`config.mk`:
```
export PLATFORM = sky130hd
export DESIGN_NAME = sprite_anim_ctrl
export DESIGN_NICKNAME = d
export VERILOG_FILES = /design/src/rtl/sprite_anim_ctrl.sv
export SDC_FILE = /design/constraint.sdc
export NUM_CORES = 1
export LEC_CHECK = 0
export ABC_AREA = 1
export BUFFER_PORTS_ARGS = -buffer_cell sky130_fd_sc_hd__buf_2
export CAP_MARGIN = 20
export CORE_MARGIN = 5
export CORE_UTILIZATION = 66
export CTS_CLUSTER_SIZE = 28
export DETAILED_ROUTE_END_ITERATION = 12
export GPL_ROUTABILITY_DRIVEN = 0
export HOLD_SLACK_MARGIN = 0.1
export PLACE_DENSITY = 0.95
export SETUP_SLACK_MARGIN = 0.05
export SYNTH_ARGS = -nofsm -noshare
export SYNTH_HDL_FRONTEND = slang
export SYNTH_SLANG_ARGS = --single-unit
```
`constraint.sdc`:
```
create_clock -name clk -period 13.7 [get_ports clk]
set_clock_uncertainty 0.2 [all_clocks]
set_input_delay 2.055 -clock clk [delete_from_list [all_inputs] [get_ports clk]]
set_output_delay 2.055 -clock clk [all_outputs]
set_load 0.03 [all_outputs]
```
`src/rtl/sprite_anim_ctrl.sv`:
```
// Sprite animation controller: button-driven movement, walk/death animation, respawn protection
// and sprite ROM addressing. Define SPRITE_ANIM_BLINK_EN to blink the sprite while protected.
module sprite_anim_ctrl #(
  parameter int unsigned SPR_W     = 16,
  parameter int unsigned SPR_H     = 24,
  parameter int unsigned HB_OFF    = 8,
  parameter int unsigned WALK_FR   = 3,
  parameter int unsigned DEATH_FR  = 4,
  parameter int unsigned MOVE_DIV  = 1200000,
  parameter int unsigned FRAME_DIV = 12500000,
  parameter int unsigned MIN_X     = 48,
  parameter int unsigned MIN_Y     = 24,
  parameter int unsigned MAX_X     = 561,
  parameter int unsigned MAX_Y     = 440,
  parameter int unsigned INIT_X    = 64,
  parameter int unsigned INIT_Y    = 24,
  parameter int unsigned ROM_AW    = 12
) (
  input  logic              clk,
  input  logic              reset,
  input  logic [9:0]        x,
  input  logic [9:0]        y,
  input  logic              L,
  input  logic              R,
  input  logic              U,
  input  logic              D,
  input  logic [1:0]        cd,
  input  logic              blk,
  input  logic              hit,
  input  logic              gameover,
  output logic [9:0]        x_s,
  output logic [9:0]        y_s,
  output logic              spr_on,
  output logic              hb_on,
  output logic [ROM_AW-1:0] rom_addr,
  output logic [1:0]        st,
  output logic              death_done
);

  typedef enum logic [1:0] {
    StAlive   = 2'b00,
    StDying   = 2'b01,
    StRespawn = 2'b10,
    StDead    = 2'b11
  } st_e;

  localparam int unsigned MvW = (MOVE_DIV > 1) ? $clog2(MOVE_DIV) : 1;
  localparam int unsigned FrW = (FRAME_DIV > 1) ? $clog2(FRAME_DIV) : 1;
  localparam int unsigned FW  = (WALK_FR > 1) ? $clog2(WALK_FR) : 1;
  localparam int unsigned DW  = (DEATH_FR > 1) ? $clog2(DEATH_FR) : 1;
  localparam int unsigned PW  = $clog2(4 * FRAME_DIV + 1);

  localparam logic [MvW-1:0] MvMax    = MvW'(MOVE_DIV - 1);
  localparam logic [FrW-1:0] FrMax    = FrW'(FRAME_DIV - 1);
  localparam logic [FW-1:0]  FMax     = FW'(WALK_FR - 1);
  localparam logic [DW-1:0]  DMax     = DW'(DEATH_FR - 1);
  localparam logic [PW-1:0]  ProtInit = PW'(4 * FRAME_DIV);
  localparam logic [9:0]     MinX     = 10'(MIN_X);
  localparam logic [9:0]     MinY     = 10'(MIN_Y);
  localparam logic [9:0]     MaxX     = 10'(MAX_X);
  localparam logic [9:0]     MaxY     = 10'(MAX_Y);
  localparam logic [9:0]     InitX    = 10'(INIT_X);
  localparam logic [9:0]     InitY    = 10'(INIT_Y);

  st_e            st_q, st_d;
  logic [9:0]     x_q, x_d, y_q, y_d;
  logic [MvW-1:0] mv_q, mv_d;
  logic [FrW-1:0] fr_q, fr_d;
  logic [FW-1:0]  f_q, f_d;
  logic [DW-1:0]  dth_q, dth_d;
  logic [PW-1:0]  prot_q, prot_d;
  logic           done_q, done_d;

  logic btn, mv_tick, fr_wrap, blink;

  assign btn     = L | R | U | D;
  assign mv_tick = (mv_q == MvMax);
  assign fr_wrap = (fr_q == FrMax);

  always_comb begin
    st_d   = st_q;
    x_d    = x_q;
    y_d    = y_q;
    mv_d   = mv_q;
    fr_d   = fr_q;
    f_d    = f_q;
    dth_d  = dth_q;
    prot_d = prot_q;
    done_d = 1'b0;
    unique case (st_q)
      StAlive, StRespawn: begin
        if (btn) begin
          mv_d = mv_tick ? '0 : mv_q + MvW'(1);
          fr_d = fr_wrap ? '0 : fr_q + FrW'(1);
          if (fr_wrap) f_d = (f_q == FMax) ? '0 : f_q + FW'(1);
          if (mv_tick && !blk) begin
            unique case (cd)
              2'b00:   if (y_q > MinY) y_d = y_q - 10'd1;
              2'b01:   if (x_q < MaxX) x_d = x_q + 10'd1;
              2'b10:   if (y_q < MaxY) y_d = y_q + 10'd1;
              default: if (x_q > MinX) x_d = x_q - 10'd1;
            endcase
          end
        end else begin
          mv_d = '0;
          fr_d = '0;
          f_d  = '0;
        end
        if (st_q == StRespawn) begin
          prot_d = prot_q - PW'(1);
          if (prot_q <= PW'(1)) begin
            prot_d = '0;
            st_d   = StAlive;
          end
        end
        // hit outranks gameover so the death sequence still plays before DEAD
        if (st_q == StAlive && hit) begin
          st_d  = StDying;
          x_d   = x_q;
          y_d   = y_q;
          mv_d  = '0;
          fr_d  = '0;
          f_d   = '0;
          dth_d = '0;
        end else if (gameover) begin
          st_d   = StDead;
          x_d    = x_q;
          y_d    = y_q;
          mv_d   = '0;
          fr_d   = '0;
          prot_d = '0;
          dth_d  = DMax;
        end
      end
      StDying: begin
        mv_d = '0;
        fr_d = fr_wrap ? '0 : fr_q + FrW'(1);
        if (fr_wrap) begin
          if (dth_q == DMax) begin
            done_d = 1'b1;
            if (gameover) begin
              st_d = StDead;
            end else begin
              st_d   = StRespawn;
              x_d    = InitX;
              y_d    = InitY;
              prot_d = ProtInit;
            end
          end else begin
            dth_d = dth_q + DW'(1);
          end
        end
      end
      default: begin
        mv_d = '0;
        fr_d = '0;
      end
    endcase
  end

  always_ff @(posedge clk) begin
    if (reset) begin
      st_q   <= StAlive;
      x_q    <= InitX;
      y_q    <= InitY;
      mv_q   <= '0;
      fr_q   <= '0;
      f_q    <= '0;
      dth_q  <= '0;
      prot_q <= '0;
      done_q <= 1'b0;
    end else begin
      st_q   <= st_d;
      x_q    <= x_d;
      y_q    <= y_d;
      mv_q   <= mv_d;
      fr_q   <= fr_d;
      f_q    <= f_d;
      dth_q  <= dth_d;
      prot_q <= prot_d;
      done_q <= done_d;
    end
  end

`ifdef SPRITE_ANIM_BLINK_EN
  assign blink = (st_q == StRespawn) && ((32'(prot_q) / FRAME_DIV) % 2 == 1);
`else
  assign blink = 1'b0;
`endif

  logic [31:0] dx, dy, row_idx, col;
  logic        in_x, in_y, in_hb, dying;

  // Offsets wrap to huge values left of / above the sprite, so one unsigned compare suffices.
  always_comb begin
    dx    = 32'(x) - 32'(x_q);
    dy    = 32'(y) - 32'(y_q);
    in_x  = dx < SPR_W;
    in_y  = dy < SPR_H;
    in_hb = (dy >= HB_OFF) && in_y;
    dying = (st_q == StDying) || (st_q == StDead);
    if (dying) begin
      row_idx = 3 * WALK_FR + 32'(dth_q);
    end else begin
      unique case (cd)
        2'b00:   row_idx = 32'(f_q);
        2'b10:   row_idx = 2 * WALK_FR + 32'(f_q);
        default: row_idx = WALK_FR + 32'(f_q);
      endcase
    end
    col      = (cd == 2'b11) ? SPR_W - 1 - dx : dx;
    rom_addr = ROM_AW'((dy + row_idx * SPR_H) * SPR_W + col);
    spr_on   = in_x && in_y && !blink;
    hb_on    = in_x && in_hb && !dying;
  end

  assign x_s        = x_q;
  assign y_s        = y_q;
  assign st         = st_q;
  assign death_done = done_q;

endmodule

```
# == Word-level counts from Yosys, hierarchy flattened ==
# Cells that the tools add are included.
# W data, S select, Z words.
# totals
register_bits,98
inputBits,31
out_inout_bits,37
elab_cells,148
# classes
add_sub_neg,17
multipliers,1
magnitude_cmp,8
eq_ne,28
muxes,56
bitwise_logic,7
n_reduce_logical,22
# op_table
cell,n
$mux W26,7
$mux W10,18
$mux W24,4
$pmux W10 S2,4
$lt A32 B5 Y1 const B,2
$pmux W26 S2,1
$pmux W24 S2,1
$ge A32 B4 Y1 const B,1
$mux W2,14
$le A26 B1 Y1 const B,1
$sub A26 B1 Y26 const B,1
$add A24 B1 Y24 const B,1
$eq A24 B24 Y1 const B,1
$reduce_and A11 Y1,2
$sub A10 B10 Y11,2
$add A21 B1 Y21 const B,1
$eq A21 B21 Y1 const B,1
$add A10 B1 Y10 const B,2
$sub A10 B1 Y10 const B,2
$ne A2 B2 Y1 const B,9
$ne A3 B3 Y1 const B,5
$add A12 B12 Y12,1
$eq A2 B2 Y1 const B,6
$mux W12,1
32 further kinds,51

# == Depth between registers and ports, before layout ==
# Gate-level depths: netlist (run 1).
# logic_depth
depth_word,8
mapped_depth,26
depth_no_buf,26

# == Worst setup path before layout (run 1) ==
# No wires, ideal clock.
# synth_path
path_type,input to output
from,input cd[0]
to,output rom_addr[11]
t_arrival_ns,5.453
required_time_ns,11.445
path_slack_ns,5.992
cell_stages,26
path_buffers,0
cell_sequence,inv_1 nand2_1 nor2_1 nor2_1 o31ai_1 o21ai_0 inv_1 ha_1 inv_1 fa_1 inv_1 ha_1 a21oi_1 nand2_1 xor2_1 ha_1 nand2_1 nor2_1 nand2_1 o211ai_1 nand3b_1 nand2_1 inv_1 nand3_1 nand2_1 inv_1
# synth_via
elab_chain_cells,6
elab_cells_between_ends,9
cone_classes,2 x add/sub; 1 x mul; 2 x eq/ne; 3 x mux; 1 x reduce/logical
# synth_rtl
item,line,rtl
start: declaration,27,"input logic [1:0] cd,"
$eq A2 B2 Y1 / $logic_not A2 Y1 (equally long branches),205,unique case (cd)
$pmux W4 S2,205,
$mux W5,202,if (dying) begin
$mul A5 B2 Y5,212,rom_addr = ROM_AW'((dy + row_idx * SPR_H) * SPR_W + col);
$add A8 B8 Y8,212,
$add A12 B12 Y12 (*),212,
end: declaration,35,"output logic [ROM_AW-1:0] rom_addr,"
# Every way passes the cells marked *; elsewhere a longest branch is shown, timed or not.

# == Worst setup path in the final report (run 1) ==
# Same ends and word-level chain as after synthesis.

==> flow_summary.yaml, run 1 <==
final_layout:
  layout-drive-gt1-share: 0.0871
  antenna_cells: 0
  finish.net_count: 1437
  area_growth_pct: 8.73
sta:
  min_period_ns: 8.38
  setup_tns_ns: 0
  post-route-period-util: 0.612
  fin_ws_ns: 5.32
  slew_violations: 0
  setup_viol: 0
  hold_viol: 0
  rsz0062_at_grt: "no"
  worst_pin_slew_ns: 1.03
  holdWs_ns: 0.268
  fmax_mhz: 119
  maxSlewHeadroom: 0.316
setup_path:
  cp-start-kind: "primary input"
  slowest_delay_ns: 0.50
  worstPathMaxFanout: 11
  cp_slowest_cell: "fa_1"
  path_class: "primary input to primary output"
  crit_buf_inv: 8
  cp_data_arrival_time_ns: 6.13
  crit_required_ns: 11.44
  cp-end-kind: "primary output"
  cp_common_cell: "inv_1"
  crit_family: "adder cells"
global_routing:
  grt-ovfl-total: 0
  gr-usage-all-layers: 0.271
  grt_start_max_net_pins: 27
  antenna_found_initial: 0
  grt_pass1_wl_um: 33500
  grt_pass1_vias: 7697
synth:
  synthesis.nets: 1379
  yosysMostFrequentCell: "nand2_1"
  netlist_top_cells_count: "nand2_1 (300), inv_1 (197), nor2_1 (166), dfxtp_1 (98), nand3_1 (95)"
  synth_top_area_frac: 0.242
  seq_area_frac_synth: 0.242
  avgSynthCellArea_sq_um: 6.33
  ys_ff_latch: 98
  synthCells: 1281
  synthFlopType: "dfxtp_1"
  netlist_area_sq_um: 8110
  synth_area_leaders: "dfxtp_1 (24%), nand2_1 (14%), ha_1 (9.3%)"
  yosys.area.top_type: "dfxtp_1"
  synth-edff-count: 0
  ys_types: 45
  async_reset_ff_frac: 0
  synth_warnings: 0
floorplan:
  chipWidth_um: 121
  num_rows: 40
  die_h_um: 121
  floorplan.initialDensity: 0.675
  io_pins: 68
  die-area_sq_um: 14600
  core_region_area_sq_um: 12000
clock_network:
  cts_tree: "done"
  cts_buffers: 9
  root_buffer: "clkbuf_16"
  cts.sinks: 98
  clock_latency_ns: 0.35
  htreeDepth: 3
  clk_path_buf_depth: 2
  cts_setup_buffers: 0
  cts_hold_buffers: 0
  cts_resized: 0
  clk_pin_slew_worst_paths_ns: 0.07
pwr:
  leakage_nw: 4.19
  peakVddDrop_mv: 0.0957
  pwr_density_cell_nw_per_um2: 117
detailed_routing:
  drt_wl_total_um: 19800
  vias_per_cell: 5.61
  dr_total_vias: 8368
  drtIter0Drc: 705
  dr.pass1.iters: 5
  final_antenna_net_count: 0
  remaining_drc_errors: 0
  wl_per_cell_um: 13.3
place:
  place_ws_ns: 5.38
  io_buffers: 67
  dpl.hpwl_um: 15000
job:
  drv_cap: 0
run_status:
  status: "complete, no violations"
worst_hold_path:
  min_path_type: "register to register"
[layer usage]
metal / track usage / vias to the layer above / wire length [um]
li1: - / 4240 / -
met1: 0.336 / 3753 / 8350
met2: 0.482 / 331 / 9650
met3: 0.0354 / 44 / 1330
met4: 0.0914 / 0 / 436
met5: 0 / - / 0
[kinds of logic after synthesis]
| kind of cell | count (synthesis) | share of synthesized area |
|---|---|---|
| AOI/OAI and AO/OA | 154 | 0.104 |
| xor gates and xnor gates | 72 | 0.0777 |
| DFF | 98 | 0.242 |
| and+or+nand+nor | 668 | 0.361 |
| buffers and inverters | 222 | 0.106 |
| adders and majority gates | 67 | 0.110 |
[area by class of cell]
cell class              count  area [sq um]
clock buffers              11           233
clock inverters             5          60.1
fillers                   937          3190
inverters                 202           758
multi-input cells         961          5290
flip-flops and latches     98          1960
well taps                 147           184
repair buffers             67           335
[worst reg2reg max path, stage by stage, from the launching register on]
cell and delay, ns:
dfxtp_1 0.73, inv_2 0.42, nor2_2 0.88, inv_1 0.27, nand2_1 0.16, inv_1 0.06, nand2_1 0.06, inv_1 0.05
o21ai_1 0.65, nor2_1 0.09
[where the power goes]
group | internal, W | switching, W
Combinational | 0.000159 | 0.000308
Clock | 0.000143 | 0.000110
Sequential | 0.000295 | 0.0000130
[flip-flops by register name (all words and copies together), names as in the netlist]
signal      cells
fr_q           24
y_s            10
st              2
dth_q           2
x_s            10
prot_q         26
mv_q           21
f_q             2
death_done      1
[stage by stage]
stage / cells / utilization / power (W) / area, sq um
global route: 1491 / 0.734 / 0.00110 / 8820
floorplan: 1281 / - / 0.000677 / 8110
detailed placement: 1475 / 0.710 / 0.000775 / 8530
finish: 1491 / 0.734 / 0.00103 / 8820
CTS: 1491 / 0.734 / 0.00103 / 8820
global placement: 1475 / 0.710 / 0.000761 / 8530
[worst paths after layout]
path,slack [ns],end,depth (start not counted),startpoint
setup / recovery,5.32,rom_addr[11],26,cd[0]
hold / removal,0.27,fr_q[0],1,fr_q[0]
setup reg to reg,9.97,prot_q[0],9,st[0]
hold reg to reg,0.27,fr_q[0],1,fr_q[0]
[placed cells by master, fill, tap and decap left out, types with 5 or more instances in the layout]
cell type  netlist  routed
xor2_1          56      56
inv_1          197     197
buf_2            5      67
nor3_1          23      23
a31oi_1          5       5
clkbuf_16        0       9
nand3_1         95      95
nor2_1         166     166
xnor2_1         16      16
or2_2            6       6
o21bai_1         5       5
nor4_1          11      11
nand4_1         37      37
dfxtp_1         98      98
nand2_2          7       7
a21oi_1         82      82
inv_2            5       5
nand2_1        300     300
o21ai_0         44      44
fa_1             7       7
ha_1            60      60
Note: power is estimated with default switching activity, not from simulation.
==> run 2: changes to the inputs <==
--- a/config.mk
+++ b/config.mk
@@ -9,12 +9,12 @@
 export BUFFER_PORTS_ARGS = -buffer_cell sky130_fd_sc_hd__buf_2
 export CAP_MARGIN = 20
 export CORE_MARGIN = 5
-export CORE_UTILIZATION = 66
+export CORE_UTILIZATION = 56
 export CTS_CLUSTER_SIZE = 28
 export DETAILED_ROUTE_END_ITERATION = 12
 export GPL_ROUTABILITY_DRIVEN = 0
 export HOLD_SLACK_MARGIN = 0.1
-export PLACE_DENSITY = 0.95
+export PLACE_DENSITY = 0.88
 export SETUP_SLACK_MARGIN = 0.05
 export SYNTH_ARGS = -nofsm -noshare
 export SYNTH_HDL_FRONTEND = slang
==> constraint.sdc (replaced) <==
create_clock -name clk -period 7.65 [get_ports clk]
set_clock_uncertainty 0.2 [all_clocks]
set_input_delay 1.1475 -clock clk [delete_from_list [all_inputs] [get_ports clk]]
set_output_delay 1.1475 -clock clk [all_outputs]
set_load 0.03 [all_outputs]
==> run 2 against run 1 <==
  * Clock-buffer cell count fell by 1
  * Sequential power rose by 79%
  * Critical path depth rose by 2
  * Cell count rose by 2.5%
  * Worst hold slack got worse by 0.0030 ns
  * Clock power rose by 86%
  * Sequential share of layout area fell by 0.15 points
  * Routed wire length fell by 1.1%
  * Critical endpoint unchanged
==> flow_summary.yaml, run 2 (same netlist as run 1, synthesis figures left out) <==
job:
  drv_cap: 0
final_layout:
  layout-drive-gt1-share: 0.0878
  fin_area_sq_um: 8880
  largest_register: "prot_q"
  top_regs: "prot_q (26), fr_q (24), mv_q (21)"
  fillers: 1312
  largest_register_ffs: 26
  layout_common_cells: "nand2_1 (300), inv_1 (197), nor2_1 (166)"
  area_growth_pct: 9.45
  finish.net_count: 1437
  final_common_cell: "nand2_1"
setup_path:
  timing.rr.start: "st[0]"
  cp-start-kind: "primary input"
  path_class: "primary input to primary output"
  crit_path_start: "cd[0]"
  cp_data_arrival_time_ns: 5.25
  cp-end-kind: "primary output"
  crit_required_ns: 6.30
  worstPathMaxFanout: 11
detailed_routing:
  final_antenna_net_count: 0
  vias_per_cell: 5.42
  drt_wl_total_um: 19600
  remaining_drc_errors: 0
  dr_total_vias: 8287
  dr.pass1.iters: 5
  wl_per_cell_um: 12.8
  drtIter0Drc: 446
floorplan:
  die_h_um: 130
  die-area_sq_um: 17000
  io_pins: 68
  core_region_area_sq_um: 14400
  chipWidth_um: 130
  floorplan.initialDensity: 0.565
  num_rows: 44
clock_network:
  cts_buffers: 9
  cts_hold_buffers: 0
  cts_resized: 0
  clk_path_buf_depth: 2
  cts_tree: "done"
  htreeDepth: 3
  clock_latency_ns: 0.35
  root_buffer: "clkbuf_16"
  cts.sinks: 98
  cts_setup_buffers: 0
  clk_pin_slew_worst_paths_ns: 0.07
place:
  dpl_cell_area_sq_um: 8570
  io_buffers: 67
  dpl.hpwl_um: 15000
pwr:
  power_w: 0.00186
  pwr_density_cell_nw_per_um2: 210
  peakVddDrop_mv: 0.189
  leakage_nw: 4.19
sta:
  worst_pin_slew_ns: 1.08
  setup_viol: 0
  post-route-period-util: 0.863
  min_period_ns: 6.60
  fmax_mhz: 152
  slew_violations: 0
  maxSlewHeadroom: 0.277
  hold_viol: 0
  rsz0062_at_grt: "no"
  setup_tns_ns: 0
worst_hold_path:
  min_path_type: "register to register"
  worstHoldStart: "fr_q[0]"
global_routing:
  grt_start_max_net_pins: 27
  gr-usage-all-layers: 0.230
  grt_pass1_wl_um: 33000
  grt-ovfl-total: 0
  antenna_found_initial: 1
  grt_pass1_vias: 7647
run_status:
  status: "complete, no violations"
## run 2: cell types whose count changed in the layout (fill, tap and decap cells not counted)
cell,previous run,this run
clkbuf_1,2,1
diode_2,0,1
inv_8,0,1
clkinv_2,1,0
clkinvlp_4,1,2
## run 2: cell type report
class                   instances  area (sq um)  area share
multi-input cells             961          5290       0.596
flip-flops and latches         98          1960       0.221
inverters                     202           758      0.0854
repair buffers                 67           335      0.0378
well taps                     184           230      0.0259
clock buffers                  10           229      0.0258
clock inverters                 6          73.8     0.00831
diodes                          1          2.50    0.000282
## run 2: stage by stage
step	util	std cells	hold WS, ns	setup WS (ns)
floorplan	-	1281	0.230	1.76
global placement	0.597	1512	0.245	1.33
detailed placement	0.597	1512	0.254	1.14
CTS	0.618	1528	0.272	1.11
global route	0.618	1529	0.308	0.661
finish	0.618	1529	0.265	1.05
## run 2: worst paths after layout
path | cells after the start | slack (ns) | to
worst min-delay path | 1 | 0.26 | fr_q[0]
worst max-delay path | 28 | 1.05 | rom_addr[11]
worst max register to register | 9 | 4.00 | prot_q[0]
worst min register to register | 1 | 0.26 | fr_q[0]
## run 2: layer usage
metal  global-route usage  routed length (um)  share of wire  vias to the layer above
li1                     -                   -              -                     4243
met1                0.292                8740           0.45                     3747
met2                0.405                9260           0.47                      261
met3               0.0291                1130          0.058                       36
met4               0.0792                 422          0.022                        0
met5                    0                   0              0                        -
## run 2: power by group
| part | total, W | switching [W] | internal [W] |
|---|---|---|---|
| clock network | 0.000468 | 0.000210 | 0.000259 |
| registers | 0.000552 | 0.0000232 | 0.000529 |
| logic | 0.000842 | 0.000556 | 0.000286 |
| total | 0.00186 | 0.000788 | 0.00107 |
## run 2: worst max-delay path, cell delays in order
cell,delay (ns)
buf_2,0.14
inv_1,0.15
nand2_1,0.30
nor2_1,0.23
nor2_1,0.07
o31ai_1,0.06
o21ai_0,0.19
inv_1,0.13
ha_1,0.17
inv_1,0.07
fa_1,0.49
inv_1,0.04
ha_1,0.36
a21oi_1,0.19
nand2_1,0.08
xor2_1,0.15
ha_1,0.35
nand2_1,0.10
nor2_1,0.04
nand2_1,0.06
o211ai_1,0.10
nand3b_1,0.17
nand2_1,0.08
inv_1,0.04
nand3_1,0.06
nand2_1,0.05
inv_1,0.04
buf_2,0.18
==> run 3: changes to the inputs <==
--- a/config.mk
+++ b/config.mk
@@ -5,11 +5,11 @@
 export SDC_FILE = /design/constraint.sdc
 export NUM_CORES = 1
 export LEC_CHECK = 0
-export ABC_AREA = 1
+export ABC_AREA = 0
 export BUFFER_PORTS_ARGS = -buffer_cell sky130_fd_sc_hd__buf_2
 export CAP_MARGIN = 20
 export CORE_MARGIN = 5
-export CORE_UTILIZATION = 56
+export CORE_UTILIZATION = 55
 export CTS_CLUSTER_SIZE = 28
 export DETAILED_ROUTE_END_ITERATION = 12
 export GPL_ROUTABILITY_DRIVEN = 0
==> run 3 against run 2 <==
  * First-iteration DRC count down 11%
  * Design area down 11%
  * Flip-flop and latch count unchanged
==> flow_summary.yaml, run 3 <==
run_status:
  status: "complete, no violations"
worst_hold_path:
  min_path_type: "register to register"
  hold_path_end: "fr_q[0]"
  worstHoldStart: "fr_q[0]"
  hold-path-cell-count: 1
detailed_routing:
  remaining_drc_errors: 0
  vias_per_cell: 5.72
  wl_per_cell_um: 14.0
  drtIter0Drc: 396
  final_antenna_net_count: 0
  dr_total_vias: 6487
  dr.pass1.iters: 5
  drt_wl_total_um: 15900
clock_network:
  htreeDepth: 3
  root_buffer: "clkbuf_16"
  clk_pin_slew_worst_paths_ns: 0.07
  cts_hold_buffers: 0
  cts_resized: 0
  cts_setup_buffers: 0
  cts_tree: "done"
  cts_buffers: 9
  cts.sinks: 98
  clock_latency_ns: 0.35
  clk_path_buf_depth: 2
synth:
  ys_types: 63
  avgSynthCellArea_sq_um: 7.86
  yosysMostFrequentCell: "nor2_1"
  synthFlopType: "dfxtp_1"
  synthesis.nets: 1001
  synth-edff-count: 0
  yosys.area.top_type: "dfxtp_1"
  async_reset_ff_frac: 0
  netlist_area_sq_um: 7100
  synthCells: 903
  netlist_top_cells_count: "nor2_1 (144), dfxtp_1 (98), inv_1 (68), ha_1 (60), xnor2_1 (57)"
  seq_area_frac_synth: 0.276
  synth_area_leaders: "dfxtp_1 (28%), ha_1 (11%), nor2_1 (7.6%)"
  synth_top_area_frac: 0.276
  synth_warnings: 0
  ys_ff_latch: 98
global_routing:
  grt_pass1_vias: 5976
  antenna_found_initial: 0
  grt_pass1_wl_um: 27000
  gr-usage-all-layers: 0.214
  grt-ovfl-total: 0
  grt_start_max_net_pins: 32
floorplan:
  num_rows: 41
  chipWidth_um: 124
  die_h_um: 124
  core_region_area_sq_um: 12600
  io_pins: 68
  die-area_sq_um: 15300
  floorplan.initialDensity: 0.562
setup_path:
  r2r-end: "y_s[9]"
  cp_slowest_cell: "fa_1"
  cp-start-kind: "primary input"
  crit_required_ns: 6.30
  cp_data_arrival_time_ns: 5.09
  ff2ff_path_depth: 8
  cp-end-kind: "primary output"
  r2r_slack_ns: 4.63
  worstPathCellList: "buf_2 -> inv_1 -> ha_1 -> fa_1 -> nand2b_1 -> nand2b_1 -> nand2_1 -> a21boi_0 -> inv_1 -> ha_1 -> mux2_2 -> ha_1 -> a21o_1 -> a211oi_1 -> nor2_1 -> o41ai_1 -> xnor2_1 -> xnor2_1 -> xnor2_1 -> buf_2"
  worstPathMaxFanout: 3
  slowest_delay_ns: 0.41
  path_class: "primary input to primary output"
  timing.rr.start: "st[0]"
place:
  dpl.hpwl_um: 12000
  dp_cells: 1119
  io_buffers: 67
final_layout:
  finish.net_count: 1056
  top_regs: "prot_q (26), fr_q (24), mv_q (21)"
  final_common_cell: "nor2_1"
  largest_register_ffs: 26
  layout_common_cells: "nor2_1 (144), dfxtp_1 (98), inv_1 (68)"
  layout-drive-gt1-share: 0.103
  antenna_cells: 0
  final_cells: 1134
  largest_register: "prot_q"
  post-route-util: 0.623
  area_growth_pct: 10.8
sta:
  setup_tns_ns: 0
  min_period_ns: 6.43
  post-route-period-util: 0.841
  fmax_mhz: 155
  hold_viol: 0
  worst_pin_slew_ns: 0.708
  rsz0062_at_grt: "no"
  slew_violations: 0
  maxSlewHeadroom: 0.516
  setup_viol: 0
  holdWs_ns: 0.270
pwr:
  clkPwrFrac: 0.302
  power_switching_share: 0.350
  netSwitchingPower_w: 0.000535
  peakVddDrop_mv: 0.116
  pwr_density_cell_nw_per_um2: 194
  power_w: 0.00153
  leakage_nw: 3.15
  p_int_w: 0.000993
  pwr-share-comb: 0.344
  seqPwrFrac: 0.354
job:
  drv_cap: 0
## run 3: changes by cell type in the layout (fill, tap and decap cells not counted), sizes merged, moves of 11 or more
cell / previous run / this run
xor2: 56 / 40
nor2: 173 / 144
or3: 0 / 12
inv: 205 / 69
a21oi: 83 / 53
nand4: 37 / 15
nand2: 307 / 48
a211oi: 3 / 14
nand2b: 0 / 15
nor2b: 0 / 12
xnor2: 16 / 57
nand3: 96 / 34
## run 3: through the flow
stage / area, sq um / setup slack (ns)
after floorplan: 7100 / 1.55
after global placement: 7560 / 1.44
after detailed placement: 7560 / 1.21
after CTS: 7860 / 1.21
after global routing: 7860 / 0.806
final: 7860 / 1.22
## run 3: area by class of cell
type / instances / area, sq um
clock buffers: 10 / 239
clock inverters: 5 / 63.8
inverters: 68 / 255
well taps: 172 / 215
fillers: 1093 / 4760
multi-input cells: 713 / 4780
flip-flops and latches: 98 / 1960
repair buffers: 68 / 343
## run 3: worst max path at each step
| stage | start | to | slack, ns |
|---|---|---|---|
| after floorplan | x[0] | rom_addr[11] | 1.55 |
| after global placement | x[0] | rom_addr[11] | 1.44 |
| after detailed placement | x[0] | rom_addr[11] | 1.21 |
| after CTS | x[0] | rom_addr[11] | 1.21 |
| after global routing | x[0] | rom_addr[11] | 0.81 |
| final | x[0] | rom_addr[11] | 1.22 |
## run 3: metal layers
| layer | share of wire | GRT usage | up-vias |
|---|---|---|---|
| li1 | - | - | 3281 |
| met1 | 0.45 | 0.276 | 3022 |
| met2 | 0.48 | 0.363 | 157 |
| met3 | 0.048 | 0.0313 | 27 |
| met4 | 0.021 | 0.0803 | 0 |
| met5 | 0 | 0 | - |
## run 3: kinds of logic after synthesis
group / share of synthesized area
compound gates: 0.157
xor+xnor: 0.120
fa+ha+maj: 0.126
buf+inv: 0.0497
flops: 0.276
mux: 0.0145
simple gates: 0.257
## run 3: power by group through the flow
stage | clock, W | sequential [W] | combinational (W)
2_1_floorplan | 0 | 0.000550 | 0.000412
3_5_place_dp | 0 | 0.000552 | 0.000521
6_report | 0.000461 | 0.000542 | 0.000525
5_1_grt | 0.000493 | 0.000544 | 0.000580
4_1_cts | 0.000467 | 0.000541 | 0.000526
3_3_place_gp | 0 | 0.000552 | 0.000510
## run 3: critical path: cells and delay by family
family	cells	cell delay [ns]
and+or+nand+nor	4	0.43
buffers and inverters	4	0.42
adders and majority gates	4	1.20
AOI/OAI and AO/OA	4	1.13
xor gates and xnor gates	3	0.46
muxes	1	0.28
